[config.mk]
export PLATFORM = sky130hd
export DESIGN_NAME = ltc2324_axis_packer
export DESIGN_NICKNAME = d
export VERILOG_FILES = /design/src/rtl/adc_stream_pkg.sv /design/src/rtl/sync_fifo.sv /design/src/rtl/ltc2324_axis_packer.sv
export SDC_FILE = /design/constraint.sdc
export NUM_CORES = 1
export LEC_CHECK = 0
export ABC_AREA = 1
export BUFFER_PORTS_ARGS = -buffer_cell sky130_fd_sc_hd__buf_2
export CAP_MARGIN = 15
export CORE_MARGIN = 2
export CORE_UTILIZATION = 56
export CTS_CLUSTER_SIZE = 28
export DETAILED_ROUTE_END_ITERATION = 12
export MAX_ROUTING_LAYER = met4
export PLACE_DENSITY = 0.76
export RECOVER_POWER = 100
export SYNTH_ARGS = -nofsm -noshare
export SYNTH_HDL_FRONTEND = slang
export SYNTH_HIERARCHICAL = 1
export SYNTH_SLANG_ARGS = --single-unit
[constraint.sdc]
create_clock -name clk -period 4.5 [get_ports clk]
set_clock_uncertainty 0.1 [all_clocks]
set_input_delay 0.225 -clock clk [delete_from_list [all_inputs] [get_ports clk]]
set_output_delay 0.225 -clock clk [all_outputs]
set_load 0.03 [all_outputs]
[src/rtl/adc_stream_pkg.sv]
// Shared types for the ADC sample stream paths: channel widths, the packed
// four-channel sample, the FIFO word and the packet-state encoding.
package adc_stream_pkg;

  localparam int ADC_CH_W   = 16;
  localparam int ADC_NUM_CH = 4;
  localparam int SAMPLE_W   = ADC_CH_W * ADC_NUM_CH;

  typedef struct packed {
    logic [ADC_CH_W-1:0] ch4;
    logic [ADC_CH_W-1:0] ch3;
    logic [ADC_CH_W-1:0] ch2;
    logic [ADC_CH_W-1:0] ch1;
  } adc_sample_t;

  typedef struct packed {
    logic        last;
    adc_sample_t sample;
  } fifo_word_t;

  typedef enum logic {
    PKT_IDLE,
    PKT_ACTIVE
  } pkt_state_t;

endpackage

[src/rtl/sync_fifo.sv]
// Synchronous FIFO with a registered first-word-fall-through output stage.
// o_level counts every stored word, including the one held in the output stage.
module sync_fifo #(
  parameter int WIDTH = 65,
  parameter int DEPTH = 16
) (
  input  logic                   clk,
  input  logic                   rst,
  input  logic                   i_push,
  input  logic [WIDTH-1:0]       i_data,
  output logic                   o_full,
  output logic [$clog2(DEPTH):0] o_level,
  output logic                   o_valid,
  output logic [WIDTH-1:0]       o_data,
  input  logic                   i_ready
);

  localparam int AW = $clog2(DEPTH);
  localparam logic [AW:0]   LVL_FULL = (AW+1)'(DEPTH);
  localparam logic [AW:0]   LVL_ONE  = (AW+1)'(1);
  localparam logic [AW-1:0] PTR_ONE  = AW'(1);

  logic [WIDTH-1:0] r_mem [DEPTH];
  logic [AW-1:0]    r_wr_ptr;
  logic [AW-1:0]    r_rd_ptr;
  logic [AW:0]      r_mem_cnt;
  logic [AW:0]      r_level;
  logic             r_out_valid;
  logic [WIDTH-1:0] r_out_data;

  logic w_push;
  logic w_pop;
  logic w_load;

  assign o_full  = (r_level == LVL_FULL);
  assign o_level = r_level;
  assign o_valid = r_out_valid;
  assign o_data  = r_out_data;

  assign w_push = i_push & ~o_full;
  assign w_pop  = r_out_valid & i_ready;
  // The output stage refills whenever it is empty or being drained this cycle.
  assign w_load = (r_mem_cnt != '0) & (~r_out_valid | i_ready);

  // NOTE: the storage array is deliberately not reset; pointers and counts alone decide which entries are live, so it maps onto plain RAM.
  always_ff @(posedge clk) begin
    if (w_push) r_mem[r_wr_ptr] <= i_data;
  end

  // NOTE: all state here updates with <= so every register samples pre-edge values, regardless of statement order.
  always_ff @(posedge clk) begin
    if (rst) begin
      r_wr_ptr    <= '0;
      r_rd_ptr    <= '0;
      r_mem_cnt   <= '0;
      r_level     <= '0;
      r_out_valid <= 1'b0;
      r_out_data  <= '0;
    end else begin
      if (w_push) r_wr_ptr <= r_wr_ptr + PTR_ONE;
      if (w_load) r_rd_ptr <= r_rd_ptr + PTR_ONE;

      case ({w_push, w_load})
        2'b10:   r_mem_cnt <= r_mem_cnt + LVL_ONE;
        2'b01:   r_mem_cnt <= r_mem_cnt - LVL_ONE;
        default: r_mem_cnt <= r_mem_cnt;
      endcase

      case ({w_push, w_pop})
        2'b10:   r_level <= r_level + LVL_ONE;
        2'b01:   r_level <= r_level - LVL_ONE;
        default: r_level <= r_level;
      endcase

      if (w_load) begin
        r_out_data  <= r_mem[r_rd_ptr];
        r_out_valid <= 1'b1;
      end else if (w_pop) begin
        r_out_valid <= 1'b0;
      end
    end
  end

endmodule

[src/rtl/ltc2324_axis_packer.sv]
// Packs LTC2324-16 conversions into 64-bit AXI4-Stream words framed into
// PKT_LEN-sample packets, counting samples dropped under DMA back-pressure.
module ltc2324_axis_packer
  import adc_stream_pkg::*;
#(
  parameter int PKT_LEN    = 1024,
  parameter int FIFO_DEPTH = 16
) (
  input  logic                          clk,
  input  logic                          rst,
  input  logic                          stream_en,
  input  logic                          clr_status,
  input  logic                          adc_valid,
  input  logic [ADC_CH_W-1:0]           adc_ch1,
  input  logic [ADC_CH_W-1:0]           adc_ch2,
  input  logic [ADC_CH_W-1:0]           adc_ch3,
  input  logic [ADC_CH_W-1:0]           adc_ch4,
  output logic [SAMPLE_W-1:0]           m_axis_tdata,
  output logic                          m_axis_tvalid,
  input  logic                          m_axis_tready,
  output logic                          m_axis_tlast,
  output logic                          overflow,
  output logic [15:0]                   drop_cnt,
  output logic [$clog2(FIFO_DEPTH):0]   fifo_level
);

  localparam logic [15:0] LAST_IDX = 16'(PKT_LEN - 1);

  logic       r_valid_q;
  logic       r_armed;
  pkt_state_t r_state;
  pkt_state_t w_state_nxt;
  logic [15:0] r_pkt_cnt;
  logic [15:0] r_drop_cnt;
  logic        r_overflow;

  logic       w_capture;
  logic       w_at_last;
  logic       w_take;
  logic       w_push;
  logic       w_drop;
  logic       w_full;
  fifo_word_t w_wr_word;
  fifo_word_t w_rd_word;

  // r_armed keeps a valid pulse that straddles reset release from counting as a new conversion.
  always_ff @(posedge clk) begin
    if (rst) begin
      r_valid_q <= 1'b0;
      r_armed   <= ~adc_valid;
    end else begin
      r_valid_q <= adc_valid;
      if (!adc_valid) r_armed <= 1'b1;
    end
  end

  assign w_capture = adc_valid & ~r_valid_q & r_armed;
  assign w_at_last = (r_pkt_cnt == LAST_IDX);
  assign w_wr_word = {w_at_last, adc_ch4, adc_ch3, adc_ch2, adc_ch1};

  always_ff @(posedge clk) begin
    if (rst) r_state <= PKT_IDLE;
    else     r_state <= w_state_nxt;
  end

  // NOTE: every always_comb output gets a default first, so no path can leave it unassigned and infer a latch.
  always_comb begin
    w_state_nxt = r_state;
    case (r_state)
      PKT_IDLE:   if (w_capture && stream_en) w_state_nxt = PKT_ACTIVE;
      PKT_ACTIVE: if (w_push && w_at_last && !stream_en) w_state_nxt = PKT_IDLE;
      default:    w_state_nxt = PKT_IDLE;
    endcase
  end

  always_comb begin
    w_take = w_capture && ((r_state == PKT_ACTIVE) || stream_en);
    w_push = w_take && !w_full;
    w_drop = w_take && w_full;
  end

  // Drops leave the packet counter alone so every packet holds exactly PKT_LEN words.
  always_ff @(posedge clk) begin
    if (rst)         r_pkt_cnt <= '0;
    else if (w_push) r_pkt_cnt <= w_at_last ? 16'd0 : r_pkt_cnt + 16'd1;
  end

  always_ff @(posedge clk) begin
    if (rst || clr_status) begin
      r_overflow <= 1'b0;
      r_drop_cnt <= '0;
    end else if (w_drop) begin
      r_overflow <= 1'b1;
      if (r_drop_cnt != 16'hFFFF) r_drop_cnt <= r_drop_cnt + 16'd1;
    end
  end

  sync_fifo #(
    .WIDTH ($bits(fifo_word_t)),
    .DEPTH (FIFO_DEPTH)
  ) u_fifo (
    .clk     (clk),
    .rst     (rst),
    .i_push  (w_push),
    .i_data  (w_wr_word),
    .o_full  (w_full),
    .o_level (fifo_level),
    .o_valid (m_axis_tvalid),
    .o_data  (w_rd_word),
    .i_ready (m_axis_tready)
  );

  assign m_axis_tdata = w_rd_word.sample;
  assign m_axis_tlast = w_rd_word.last;
  assign overflow     = r_overflow;
  assign drop_cnt     = r_drop_cnt;

endmodule
==> flow_summary.json, run 1 <==
{
  "die_y_microns": 301.8,
  "critPathLaunch": "u_fifo/o_level[0]$_SDFFE_PP0P_",
  "cts_root_buffer": "clkbuf_16",
  "tritoncts": "yes",
  "ff_latch_area_sq_um": 33650,
  "syn_nets": 4976,
  "status": "complete, but fails checks",
  "path_buf_inv": 5,
  "synthArstFlopShare": 0,
  "most-common-layout-cells": "nand2_1 (1766), edfxtp_1 (1041), nand3_1 (747), inv_1 (647), nor2_1 (197)",
  "fillCellCount": 6720,
  "cp_common_cell": "inv_1",
  "grt_pass1_vias": 32970,
  "grt_max_degree": 233,
  "syn_to_final_growth_pct": 11.23,
  "nNetsFinal": 5130,
  "rsz0062_at_grt": "false",
  "ys_warn_count": 6,
  "die_area_sq_um": 91100,
  "num_vias": 34310,
  "max-cap-violations": 3,
  "rows": 109,
  "post-route-drc-count": 0,
  "drtAntennaViolNets": 0,
  "drive_gt1_frac": 0.05231,
  "core_area_sq_um": 88100,
  "end_kind": "flop",
  "htreeDepth": 3,
  "wl_met3_mm": 9.621,
  "drtPass1Iterations": 6,
  "final_hold_viol_count": 0,
  "avgSynthCellArea_sq_um": 10.16,
  "startpoint_type": "flop",
  "post_cts_resize_count": 0,
  "violations": "capacitance limit, slew limit",
  "track_usage": 0.2684,
  "ys.flop_type": "edfxtp_1",
  "final-setup-viol-count": 0,
  "p_leak_nw": 23.00,
  "slowest_stage": "nor2_2",
  "gp_congestion": 0.8291,
  "dr_wl_met2_mm": 58.39,
  "min_from": "adc_valid",
  "avgRoutedWirePerCell_microns": 18.87,
  "routed.top_layer": "met4",
  "start_util": 0.5638,
  "peakVddDrop_uv": 615.3,
  "drt-met1-wl_mm": 47.59,
  "worstMarginPinSlew_ns": 2.185,
  "grt_first_pass_wirelength_mm": 183.8,
  "critical_path_class": "flop to flop",
  "crit_family": "simple AND/OR/NAND/NOR gates",
  "gr-total-overflow": 0,
  "hpwl_mm": 64.27,
  "ys_seq_area_frac": 0.6773,
  "drt-total-wl_mm": 119.0,
  "numPortBuffers": 157,
  "synth-seq-cells": 1160,
  "fmax_mhz": 256.9,
  "cp_max_fo": 32,
  "cts.path.max_buffers": 3,
  "drv_slew": 305,
  "place_area_sq_um": 51100,
  "postLayoutCoreUtil": 0.6271,
  "r2r_start": "u_fifo/o_level[0]$_SDFFE_PP0P_",
  "slew_headroom": -0.4567,
  "io_pins": 158,
  "drt-initial-drc-count": 4112,
  "cp_data_arrival_time_ns": 4.15,
  "cts_buffers": 113,
  "syn_inst": 4890,
  "min_period_over_period": 0.8652,
  "antenna_found_initial": 2,
  "p_per_area_nw_per_um2": 544.1,
  "clk_latency_ns": 0.68,
  "avgViaCountPerCell": 5.439,
  "synth_edf_count": 1041,
  "multiInputGateArea_sq_um": 12060,
  "path_clk_slew_ns": 0.06,
  "slowest_delay_ns": 0.89,
  "die_x_microns": 301.8,
  "path_cells": "nor2_1, nand3_1, inv_1, inv_1, nand3_1, inv_1, nand2_1, inv_1, nand2_1, nor2_2, buf_12",
  "syn_area_sq_um": 49670,
  "mostFrequentLayoutCell": "nand2_1",
  "cts_num_sinks": 1160,
  "ys_types": 34,
  "finalSetupTns_ns": 0,
  "min_period_ns": 3.893,
  "hp-class": "input pin to flop",
  "stdcell_area_sq_um": 55250,
  "worst_ep_required_time_ns": 4.76
}
==> stage by stage <==
stage	cells	power, mW	hold slack [ns]	worst slack, ns
finish	6308	30.06	0.2540	0.6067
global route	6308	31.52	0.2565	0.3381
CTS	6307	30.17	0.2171	0.9729
detailed placement	6024	20.63	0.3490	0.9783
global placement	6024	20.43	0.3470	1.033
floorplan	4890	18.82	0.2239	-0.4908
==> synth_stat cells (all sizes together), types with 2 or more instances <==
master     n  area [sq um]
xnor2      7         61.31
a211oi     3         22.52
clkinv     2         7.510
xor2      13         113.9
nor3b      2         15.01
dfxtp    119          2382
o21ai      7         38.79
nand3b     3         22.52
nor2     214         825.8
buf      203          1406
ha        15         187.7
nor3       4         20.02
o21bai     2         15.01
edfxtp  1041         31260
clkbuf    41         153.9
inv      651          2451
nand4      6         37.54
a21oi     37         222.7
nand2   1770          6654
nand3    747          3739
==> cells by family after synthesis <==
| group | Yosys count | share of synthesized area |
|---|---|---|
| AND/OR/NAND/NOR | 2746 | 0.2278 |
| flip-flops | 1160 | 0.6773 |
| buffers and inverters | 897 | 0.08091 |
| AO/OA/AOI/OAI | 51 | 0.006323 |
| XOR/XNOR | 20 | 0.003527 |
| adder cells (fa/ha/maj) | 16 | 0.004181 |
==> per-layer routing <==
layer	GRT usage	vias up
li1	-	16140
met1	0.3509	16380
met2	0.4377	1545
met3	0.03433	242
met4	0.09111	0
met5	-	-
==> path summary, 6_finish.rpt <==
check | slack, ns | endpoint | depth (start not counted)
worst max-delay path | 0.61 | u_fifo/r_mem[5][42]$_DFFE_PP_ | 11
worst min-delay path | 0.25 | r_armed$_SDFFCE_PN1P_ | 3
worst max register to register | 0.61 | u_fifo/r_mem[5][42]$_DFFE_PP_ | 11
worst min register to register | 0.37 | overflow$_SDFFE_PP0P_ | 1
==> worst min-delay path, delay by kind of cell <==
| family | cells | cell delay [ns] |
|---|---|---|
| buf+inv | 2 | 0.66 |
| simple gates | 1 | 0.05 |
==> sequential cells by signal, indices dropped and copies added (netlist names) <==
name,count
drop_cnt,16
overflow,1
r_armed,1
r_pkt_cnt,16
r_state,1
r_valid_q,1
u_fifo/o_data,65
u_fifo/o_level,5
u_fifo/o_valid,1
u_fifo/r_mem,1040
u_fifo/r_mem_cnt,5
u_fifo/r_rd_ptr,4
u_fifo/r_wr_ptr,4
==> power breakdown <==
group | total (mW) | internal [mW] | switching (mW)
Combinational | 8.10 | 2.24 | 5.85
Sequential | 12.4 | 12.1 | 0.362
Clock | 9.53 | 5.58 | 3.96
==> final cells by class <==
| cell class | instances | area share |
|---|---|---|
| diodes | 1 | 0.00004529 |
| inverters | 653 | 0.04482 |
| well taps | 1165 | 0.02638 |
| flip-flops and latches | 1160 | 0.6091 |
| clock inverters | 60 | 0.01126 |
| clock buffers | 153 | 0.05686 |
| repair buffers | 283 | 0.03318 |
| multi-input cells | 2833 | 0.2183 |
==> timing repair <==
item | in CTS | in global routing
setup endpoints to repair | 0 | 0
buffers inserted | 0 | 0
hold endpoints to repair | 1060 | 0
hold buffers | 70 | 0
(Power assumes the default switching activity.)
==> inputs of run 2 (changes only) <==
- CORE_UTILIZATION: 56 -> 40
- PLACE_DENSITY: 0.76 -> default
==> run 2 against run 1 <==
The run still ends with capacitance limit, slew limit left. First-iteration DRC count fell by 30%. Critical path type unchanged. Largest cell class unchanged. Critical endpoint is now u_fifo/r_mem[1][24]$_DFFE_PP_. Sequential power barely moved. Maximum frequency rose by 4.2%. Combinational power rose by 2%. Via count fell by 2.7%. Utilization fell by 17 points. Final cell count rose by 7.6%. Sequential share of layout area fell by 0.76 points. Clock-buffer cell count rose by 2. Register-to-register slack improved by 0.16 ns.
==> flow_summary.json, run 2 (synthesis results as in run 1) <==
{
  "max-cap-violations": 1,
  "fmax_mhz": 267.7,
  "hp-class": "input pin to flop",
  "dp_slack_ns": 1.212,
  "syn_to_final_growth_pct": 12.65,
  "largest_reg_flops": 1040,
  "avgRoutedWirePerCell_microns": 18.28,
  "cp_data_arrival_time_ns": 3.84,
  "post-route-drc-count": 0,
  "tritoncts": "yes",
  "worst_ep_required_time_ns": 4.61,
  "slowest_delay_ns": 0.69,
  "status": "complete, but fails checks",
  "drt-initial-drc-count": 2891,
  "die_x_microns": 356.4,
  "startpoint_type": "flop",
  "final-setup-viol-count": 0,
  "fin_cells": 6790,
  "critical_path_class": "flop to flop",
  "drv_slew": 50,
  "min_period_ns": 3.735,
  "post_cts_resize_count": 0,
  "drive_gt1_frac": 0.05221,
  "clk_latency_ns": 0.74,
  "cp_max_fo": 30,
  "fillCellCount": 11500,
  "nNetsFinal": 5139,
  "numPortBuffers": 157,
  "p_per_area_nw_per_um2": 542.1,
  "num_vias": 33370,
  "avgViaCountPerCell": 4.915,
  "die_y_microns": 356.4,
  "regMostFlops": "u_fifo/r_mem",
  "gp_congestion": 0.7821,
  "rsz0062_at_grt": "false",
  "cts_num_sinks": 1160,
  "antenna_found_initial": 1,
  "htreeDepth": 3,
  "final_hold_viol_count": 0,
  "io_pins": 158,
  "dp_cells": 6501,
  "worstMarginPinSlew_ns": 2.861,
  "drtAntennaViolNets": 0,
  "rows": 129,
  "path_clk_slew_ns": 0.06,
  "grt_max_degree": 194,
  "grt_first_pass_wirelength_mm": 190.9,
  "hpwl_mm": 65.29,
  "cts.path.max_buffers": 3,
  "start_util": 0.4023,
  "most-common-layout-cells": "nand2_1 (1766), edfxtp_1 (1041), nand3_1 (747), inv_1 (646), nor2_1 (196)",
  "ff_latch_area_sq_um": 33660,
  "path_cells": "inv_1, nor2_1, nand3_1, inv_1, inv_1, nand3_1, clkbuf_1, inv_2, nand2_1, inv_1, nand2_1, nor2_4, clkbuf_2",
  "cts_root_buffer": "clkbuf_16",
  "die_area_sq_um": 127000,
  "mostFrequentLayoutCell": "nand2_1",
  "grt_pass1_vias": 31640,
  "slew_headroom": -0.9076,
  "cts_buffers": 117,
  "core_area_sq_um": 123500,
  "stdcell_area_sq_um": 55950,
  "violations": "capacitance limit, slew limit",
  "gr-total-overflow": 0,
  "min_period_over_period": 0.8301,
  "p_leak_nw": 23.05,
  "postCtsSetupRepairBufs": 0,
  "end_kind": "flop",
  "place_area_sq_um": 51760,
  "slowest_stage": "clkbuf_2",
  "final.setup.worst_slack_ns": 0.7647,
  "multiInputGateArea_sq_um": 12080,
  "track_usage": 0.2005,
  "peakVddDrop_uv": 549.1,
  "drtPass1Iterations": 5,
  "drt-total-wl_mm": 124.1,
  "cp_common_cell": "inv_1"
}
## run 2: cell types whose count changed in the layout (fill, tap and decap cells not counted), sizes merged
| cell | delta |
|---|---|
| buf | +5 |
| bufinv | -2 |
| clkbuf | +2 |
| clkinv | +5 |
| clkinvlp | -1 |
| inv | +1 |
## run 2: report_power, final
group | switching [mW] | internal, mW | total (mW) | leakage [nW]
clock | 4.14 | 5.56 | 9.70 | 1.87
combinational | 5.99 | 2.27 | 8.26 | 10.8
sequential | 0.294 | 12.1 | 12.4 | 10.4
total | 10.4 | 19.9 | 30.3 | 23.0
## run 2: stage by stage
step	total power [mW]	hold slack [ns]	utilization	setup TNS, ns
floorplan	18.82	0.2239	-	-413.34
global placement	20.83	0.3572	0.4192	0
detailed placement	20.91	0.3568	0.4192	0
CTS	30.68	0.1950	0.4558	0
global route	32.02	0.2442	0.4532	0
finish	30.33	0.2451	0.4532	0
## run 2: area by class of cell
cell class | instances | area share
clock inverter | 63 | 0.01111
timing repair buffer | 288 | 0.03332
sequential | 1160 | 0.6015
tap | 1637 | 0.03660
antenna | 1 | 0.00004472
clock buffer | 155 | 0.05709
multi-input combinational | 2833 | 0.2159
inverter | 653 | 0.04445
## run 2: final timing paths
check,startpoint,to,slack (ns),cells after the start
setup / recovery,u_fifo/o_level[4]$_SDFFE_PP0P_,u_fifo/r_mem[1][24]$_DFFE_PP_,0.76,13
hold reg to reg,overflow$_SDFFE_PP0P_,overflow$_SDFFE_PP0P_,0.38,1
hold / removal,adc_valid,r_armed$_SDFFCE_PN1P_,0.25,3
setup reg to reg,u_fifo/o_level[4]$_SDFFE_PP0P_,u_fifo/r_mem[1][24]$_DFFE_PP_,0.76,13
## run 2: what timing repair did
| item | 4_1_cts | 5_1_grt |
|---|---|---|
| setup endpoints to repair | 0 | 0 |
| hold buffers | 70 | 0 |
| hold endpoints to repair | 1054 | 0 |
## run 2: critical path: cells and delay by family, from the launching register on
kind / cells / cell delay [ns]
and+or+nand+nor: 6 / 1.01
buffers and inverters: 7 / 1.69
DFF: 1 / 0.38
## run 2: per-layer routing
| metal | track usage | wire length (microns) | part of all wire |
|---|---|---|---|
| met5 | - | 0 | 0 |
| met4 | 0.06051 | 3012 | 0.024 |
| met3 | 0.02997 | 7982 | 0.064 |
| met2 | 0.3157 | 58220 | 0.47 |
| met1 | 0.2688 | 54910 | 0.44 |
